## src/rtl/reg_file.sv

```systemverilog
// Sixteen-entry register file: change-qualified request/ack interface for
// writes and single reads, plus two registered operand ports with write forwarding.
module reg_file #(
    parameter int unsigned WORD_SIZE = 32,
    parameter int unsigned ADDR_W    = 4
) (
    input  logic                 tclk,
    input  logic                 rst,
    input  logic                 reg_on,
    input  logic                 reg_w,
    input  logic [ADDR_W-1:0]    reg_addr,
    input  logic [WORD_SIZE-1:0] reg_data_in,
    output logic [WORD_SIZE-1:0] reg_data_out,
    output logic                 reg_ack,
    input  logic                 rd_en,
    input  logic [ADDR_W-1:0]    rd_addr_a,
    input  logic [ADDR_W-1:0]    rd_addr_b,
    output logic [WORD_SIZE-1:0] rd_data_a,
    output logic [WORD_SIZE-1:0] rd_data_b,
    output logic                 rd_valid
);

    localparam int unsigned NUM_REGS = 2 ** ADDR_W;

    typedef struct packed {
        logic                 w;
        logic [ADDR_W-1:0]    addr;
        logic [WORD_SIZE-1:0] data;
    } req_t;

    logic [WORD_SIZE-1:0] mem [NUM_REGS];

    req_t                 cur_req_c;
    req_t                 last_req;
    logic                 last_valid;
    logic                 accept_c;
    logic                 wr_c;
    logic                 rd_c;
    logic [WORD_SIZE-1:0] rd_word_c;
    logic [WORD_SIZE-1:0] fwd_a_c;
    logic [WORD_SIZE-1:0] fwd_b_c;

    // The driver holds reg_on high, so only a new tuple counts as a new request.
    always_comb begin
        cur_req_c = '{w: reg_w, addr: reg_addr, data: reg_data_in};
        accept_c  = reg_on && (!last_valid || (cur_req_c != last_req));
        wr_c      = accept_c && reg_w;
        rd_c      = accept_c && !reg_w;
    end

    // Operand values: r0 reads zero, a same-edge write is forwarded.
    always_comb begin
        rd_word_c = (reg_addr == '0) ? '0 : mem[reg_addr];

        if (rd_addr_a == '0) begin
            fwd_a_c = '0;
        end else if (wr_c && (reg_addr == rd_addr_a)) begin
            fwd_a_c = reg_data_in;
        end else begin
            fwd_a_c = mem[rd_addr_a];
        end

        if (rd_addr_b == '0) begin
            fwd_b_c = '0;
        end else if (wr_c && (reg_addr == rd_addr_b)) begin
            fwd_b_c = reg_data_in;
        end else begin
            fwd_b_c = mem[rd_addr_b];
        end
    end

    always_ff @(posedge tclk) begin
        if (rst) begin
            for (int unsigned i = 0; i < NUM_REGS; i++) begin
                mem[ADDR_W'(i)] <= '0;
            end
            last_req     <= '0;
            last_valid   <= 1'b0;
            reg_ack      <= 1'b0;
            reg_data_out <= '0;
            rd_valid     <= 1'b0;
            rd_data_a    <= '0;
            rd_data_b    <= '0;
        end else begin
            reg_ack  <= accept_c;
            rd_valid <= rd_en;

            // Dropping reg_on re-arms acceptance of an identical tuple.
            if (!reg_on) begin
                last_valid <= 1'b0;
            end else if (accept_c) begin
                last_req   <= cur_req_c;
                last_valid <= 1'b1;
            end

            if (wr_c && (reg_addr != '0)) begin
                mem[reg_addr] <= reg_data_in;
            end

            if (rd_c) begin
                reg_data_out <= rd_word_c;
            end

            if (rd_en) begin
                rd_data_a <= fwd_a_c;
                rd_data_b <= fwd_b_c;
            end
        end
    end

endmodule

```

## config.mk

```make
export PLATFORM = sky130hd
export DESIGN_NAME = reg_file
export DESIGN_NICKNAME = d
export VERILOG_FILES = /design/src/rtl/reg_file.sv
export SDC_FILE = /design/constraint.sdc
export NUM_CORES = 2
export LEC_CHECK = 0
export ABC_AREA = 0
export ABC_CLOCK_PERIOD_IN_PS = 6200
export CAP_MARGIN = 25
export CORE_MARGIN = 2
export CORE_UTILIZATION = 35
export CTS_CLUSTER_SIZE = 8
export DETAILED_ROUTE_END_ITERATION = 7
export PLACE_DENSITY_LB_ADDON = 0.2
export SKIP_CTS_REPAIR_TIMING = 1
export SLEW_MARGIN = 40
export SYNTH_ARGS = -nofsm -noshare
export SYNTH_HDL_FRONTEND = slang
export SYNTH_SLANG_ARGS = --single-unit
```

## constraint.sdc

```tcl
create_clock -name tclk -period 6.2 [get_ports tclk]
set_input_delay 1.55 -clock tclk [delete_from_list [all_inputs] [get_ports tclk]]
set_output_delay 1.55 -clock tclk [all_outputs]
set_load 0.02 [all_outputs]
```

# Yosys cells after proc, flatten, opt, wreduce, memory -nomap -nowiden
# Memories as Yosys holds them, arrays and structs flattened.
# Index checks and enable logic that the tools add are counted.
dict set report classes {
  reduce_logical 16
  mux 13
  bitwise 1
  n_eq_ne 3
}
# op n
set op_table {}
lappend op_table {{two-way mux 32 bit} 6}
lappend op_table {{inequality test 37 bit} 1}
lappend op_table {{OR reduction 32 bit} 1}
lappend op_table {{logical NOT 4 bit} 3}
lappend op_table {{equality test 4 bit} 2}
lappend op_table {{logical AND 1 bit} 6}
lappend op_table {{two-way mux 1 bit} 6}
lappend op_table {{two-way mux 4 bit} 1}
lappend op_table {{nonzero test 4 bit} 1}
lappend op_table {{logical NOT 1 bit} 2}
lappend op_table {{AND reduction 2 bit} 1}
lappend op_table {{OR reduction 2 bit} 1}
lappend op_table {{logical OR 1 bit} 1}
lappend op_table {{NOT 1 bit} 1}
dict set report word_totals {
  in_bits 49
  output_inout_bits 98
  ramBits 512
  register_bits 136
  memories 1
  wordCells 43
}
# memory words width read_ports rd_clocked_by_memory_dff wr line
set mem_list {}
lappend mem_list {mem 16 32 3 0 16 31} ;# logic [WORD_SIZE-1:0] mem [NUM_REGS];

# Longest topological paths before layout
dict set report depth {
  word_depth 10
  depth_mapped 10
  ltp_nobuf 6
}

# Worst setup path after synthesis
# OpenSTA, ideal clock, no wires.
dict set report synth_path {
  path_type {input to register}
  startpoint {in reg_addr[0]}
  endpoint {mem mem[12][0], enable pin}
  path_stages 8
  setup_slack_ns 1.385
  setup_ns 0.428
  path_buffers 6
  arrival_ns 4.387
  required_time_ns 5.772
  cell_sequence {buf_4 buf_4 buf_4 buf_2 or3_1 buf_2 buf_2 o21bai_1}
}
# item line
set synth_lines {}
lappend synth_lines {{start: declaration} 11} ;# input logic [ADDR_W-1:0] reg_addr,
lappend synth_lines {{end: declaration} 31}

==> metrics.csv <==
stage;metric;value;unit
sta;hold_slack;460;ps
outcome;status;finished, final reports clean;
worst_setup_path;crit_slowest_cell;nor4_1;
worst_setup_path;required;6530;ps
synth;postSynthAreaPerCell;15.1;um2
clocking;htreeDepth;3;
die;die_height;324;um
worst_setup_path;rr_worst_depth;7;
sta;period_minus_slack;4700;ps
sta;tightest_slew;882;ps
global_routing;grt_max_degree;89;
clocking;cts_buffer_depth;3;
worst_setup_path;arrival;5030;ps
sta;timing_max_transition_violations_final;0;
synth;yosysSeqAreaShare;50.4;%
synth;synth-compound-area-share;3.16;%
worst_setup_path;critPathMaxFanout;19;
final_layout;finalNetCount;2546;
worst_setup_path;crit_chain;clkdlybuf4s50_1, xor2_1, nor4_1, and4_1, and3_1, nor4_1, a21o_2, buf_12;
die;ios;147;
clocking;numCtsBuffers;91;
final_layout;fin_cells;3948;
worst_setup_path;cp_num_buf_inv;2;
final_layout;fin_util;40.8;%
placement;place_inst;3771;
synth;synth_warnings;0;
worst_setup_path;critPathLaunchType;primary input;
final_layout;layout-drive-gt1-share;29.1;%
global_routing;track_usage;26.2;%
worst_setup_path;path_depth;8;
worst_setup_path;crit_path_end_kind;flop;
placement;io_buffers;146;
sta;setup_violations;0;
synth;synth_xor_area_share;1.10;%
synth;synth_top_family_by_area;multiplexers;
drt;routed_wl;137000;um
synth;synthCells;2377;
worst_setup_path;regToRegEndpoint;mem[14][16];
synth;synth-edff-count;512;
drt;drc;0;
synth;synth_mux_area_share;31.1;%
sta;max_freq;0.213;GHz
sta;skew;38.5;ps
global_routing;gr-total-overflow;0;
worst_setup_path;critical_path_class;primary input to flop;
placement;routabilityCongestion;0.913;
drt;wire_per_inst;34.7;um
worst_setup_path;crit_path_start;reg_data_in[7];
drt;via_per_inst;6.20;
clocking;clk_latency;670;ps
synth;synth_top_area_share;42.8;%
worst_setup_path;crit_end;mem[14][16];
sta;fin_crit_sh;75.8;%
clocking;clk_pin_slew;50;ps
drt;ant_nets;0;
worst_setup_path;cp_top_family;simple AND/OR/NAND/NOR gates;
sta;finalHoldViolations;0;
die;core;102000;um2
clocking;root_buffer;clkbuf_16;
flow_run;cap_viol_max_count;0;
sta;setup_tns;0;ps
global_routing;antenna_found_initial;11;
synth;synth_top_cell_by_area;edfxtp_1;
worst_setup_path;crit_path_max_incr_delay;650;ps
placement;placed_area;38900;um2
worst_setup_path;r2r_start;last_req[22];
global_routing;grt_pass1_vias;24900;
pwr;irDropWorstVdd;194;uV
pwr;p_per_area;282;nW/um2
placement;dp_hpwl;82800;um
final_layout;seq_area;18100;um2
synth;synth_ff_type;edfxtp_1;
synth;ys_types;49;
sta;max_slew_margin;41.2;%
drt;firstDrtPassIters;5;
drt;drt_iter0_drc;3172;
clocking;clock_sinks;648;
drt;vias;24500;
worst_setup_path;r2r_slack;2700;ps
pwr;power.leakage;13.5;nW
synth;synth-simple-area-share;9.59;%
sta;rsz0062_at_grt;false;
synth;ys_ff_latch;648;
die;rows;117;
die;die_w;324;um
synth;synthAdderAreaFrac;0;%
die;fp.dieArea;105000;um2
final_layout;finalInstanceArea;41600;um2
final_layout;fill_cells;9226;
synth;async_flop_share;0;%
die;start_util;35.3;%
synth;synthTopCellsByArea;edfxtp_1 (43%), mux4_2 (30%), dfxtp_1 (7.6%), nor2_1 (4.8%), a221o_1 (1.7%);
final_layout;syn_to_final_growth;15.8;%
final_layout;multi_input_area;16400;um2
min_path;hold_class;flop to flop;
synth;syn_area;35900;um2
clocking;cts_tree;built;
global_routing;grt_pass1_wl;192000;um
worst_setup_path;crit_top_cell;nor4_1;
## where the power goes
| group | leakage, nW | internal, mW | switching [mW] |
|---|---|---|---|
| registers | 6.01 | 4.97 | 0.203 |
| logic | 6.25 | 0.833 | 0.940 |
| clock network | 1.26 | 2.81 | 1.99 |
| total | 13.5 | 8.61 | 3.13 |
## routing by layer
metal	global-route usage, %	share of wire, %	vias up	wire length (um)
met5	0	0.042	-	58
met4	10.4	3.9	8	5380
met3	6.63	11	316	15300
met2	41.2	46	1671	63500
met1	34.8	38	12800	52700
li1	-	-	9655	-
## synthesized netlist by cell type (7+ instances only)
cell and count:
a21o_1 7, a221o_1 61, a41o_1 8, and2_1 80
and2_4 10, buf_1 22, buf_2 80, buf_4 20
buf_6 53, clkbuf_1 82, dfxtp_1 136, edfxtp_1 512
inv_1 35, mux2i_1 34, mux4_2 480, nand2_1 109
nor2_1 462, nor3_1 7, nor4_1 17, nor4b_1 33
o2bb2ai_1 32, xnor2_1 11, xor2_1 34
## registers in the layout (all words and copies together) (netlist names)
| name | count |
|---|---|
| last_req | 37 |
| rd_data_a | 32 |
| last_valid | 1 |
| reg_data_out | 32 |
| reg_ack | 1 |
| mem | 512 |
| rd_data_b | 32 |
| rd_valid | 1 |
## worst reg2reg max path, stage by stage, from the launching register on
cell     delay [ps]
dfxtp_1         340
xor2_1          410
nor4_1          160
and4_1          290
and3_1          380
nor4_1          650
a21o_2          620
buf_12          290
## cell families (layout without fill, tap and decap cells)
logic type | after synthesis | after routing
AO/OA/AOI/OAI | 123 | 123
XOR/XNOR | 45 | 45
buffers and inverters | 293 | 459
flip-flops | 648 | 648
multiplexers | 514 | 514
other | 1 | 38
AND/OR/NAND/NOR | 753 | 753
## area by class of cell
type	count	area share, %
flip-flops and latches	648	43.5
repair buffers	254	6.12
inverters	35	0.316
well taps	1368	4.12
diodes	6	0.0361
multi-input cells	1467	39.5
clock buffers	165	6.25
clock inverters	5	0.151
## stage by stage
step           worst slack (ps)  power (mW)
6_report                   1500        11.7
5_1_grt                    1380        12.1
4_1_cts                    1610        11.8
3_5_place_dp                981        7.01
3_3_place_gp                969        6.99
2_1_floorplan              1390        6.30
## how the worst min path moves through the flow
stage / start / cells after the start / end / slack [ps]
4_1_cts: reg_data_out[4] / 1 / reg_data_out[4] / 460
2_1_floorplan: last_req[22] / 2 / last_req[22] / 450
3_3_place_gp: reg_data_out[19] / 1 / reg_data_out[19] / 450
6_report: reg_data_out[22] / 1 / reg_data_out[22] / 460
5_1_grt: reg_data_out[19] / 1 / reg_data_out[19] / 470
3_5_place_dp: reg_data_out[4] / 1 / reg_data_out[4] / 450
## cell usage in the layout (no fill, tap or decap), drive strengths merged, types with 2 or more instances in the layout
cell type | Yosys | layout
edfxtp | 512 | 512
mux4 | 480 | 480
nor2 | 462 | 462
clkbuf | 83 | 167
dfxtp | 136 | 136
clkdlybuf4s50 | 0 | 133
buf | 175 | 119
nand2 | 109 | 109
and2 | 90 | 90
a221o | 61 | 61
inv | 35 | 39
xor2 | 34 | 34
mux2i | 34 | 34
nor4b | 34 | 34
o2bb2ai | 32 | 32
conb | 1 | 32
nor4 | 18 | 18
xnor2 | 11 | 11
nor3 | 9 | 9
a41o | 8 | 8
a21o | 7 | 7
diode | 0 | 6
or4 | 6 | 6
nand3 | 5 | 5
or4b | 4 | 4
a21oi | 4 | 4
o21bai | 3 | 3
o31ai | 3 | 3
nand2b | 3 | 3
nor4bb | 2 | 2
and4 | 2 | 2
and3 | 2 | 2
nor2b | 2 | 2
nand4 | 2 | 2
a21boi | 2 | 2
No activity file was read; power rests on OpenSTA's default activity.
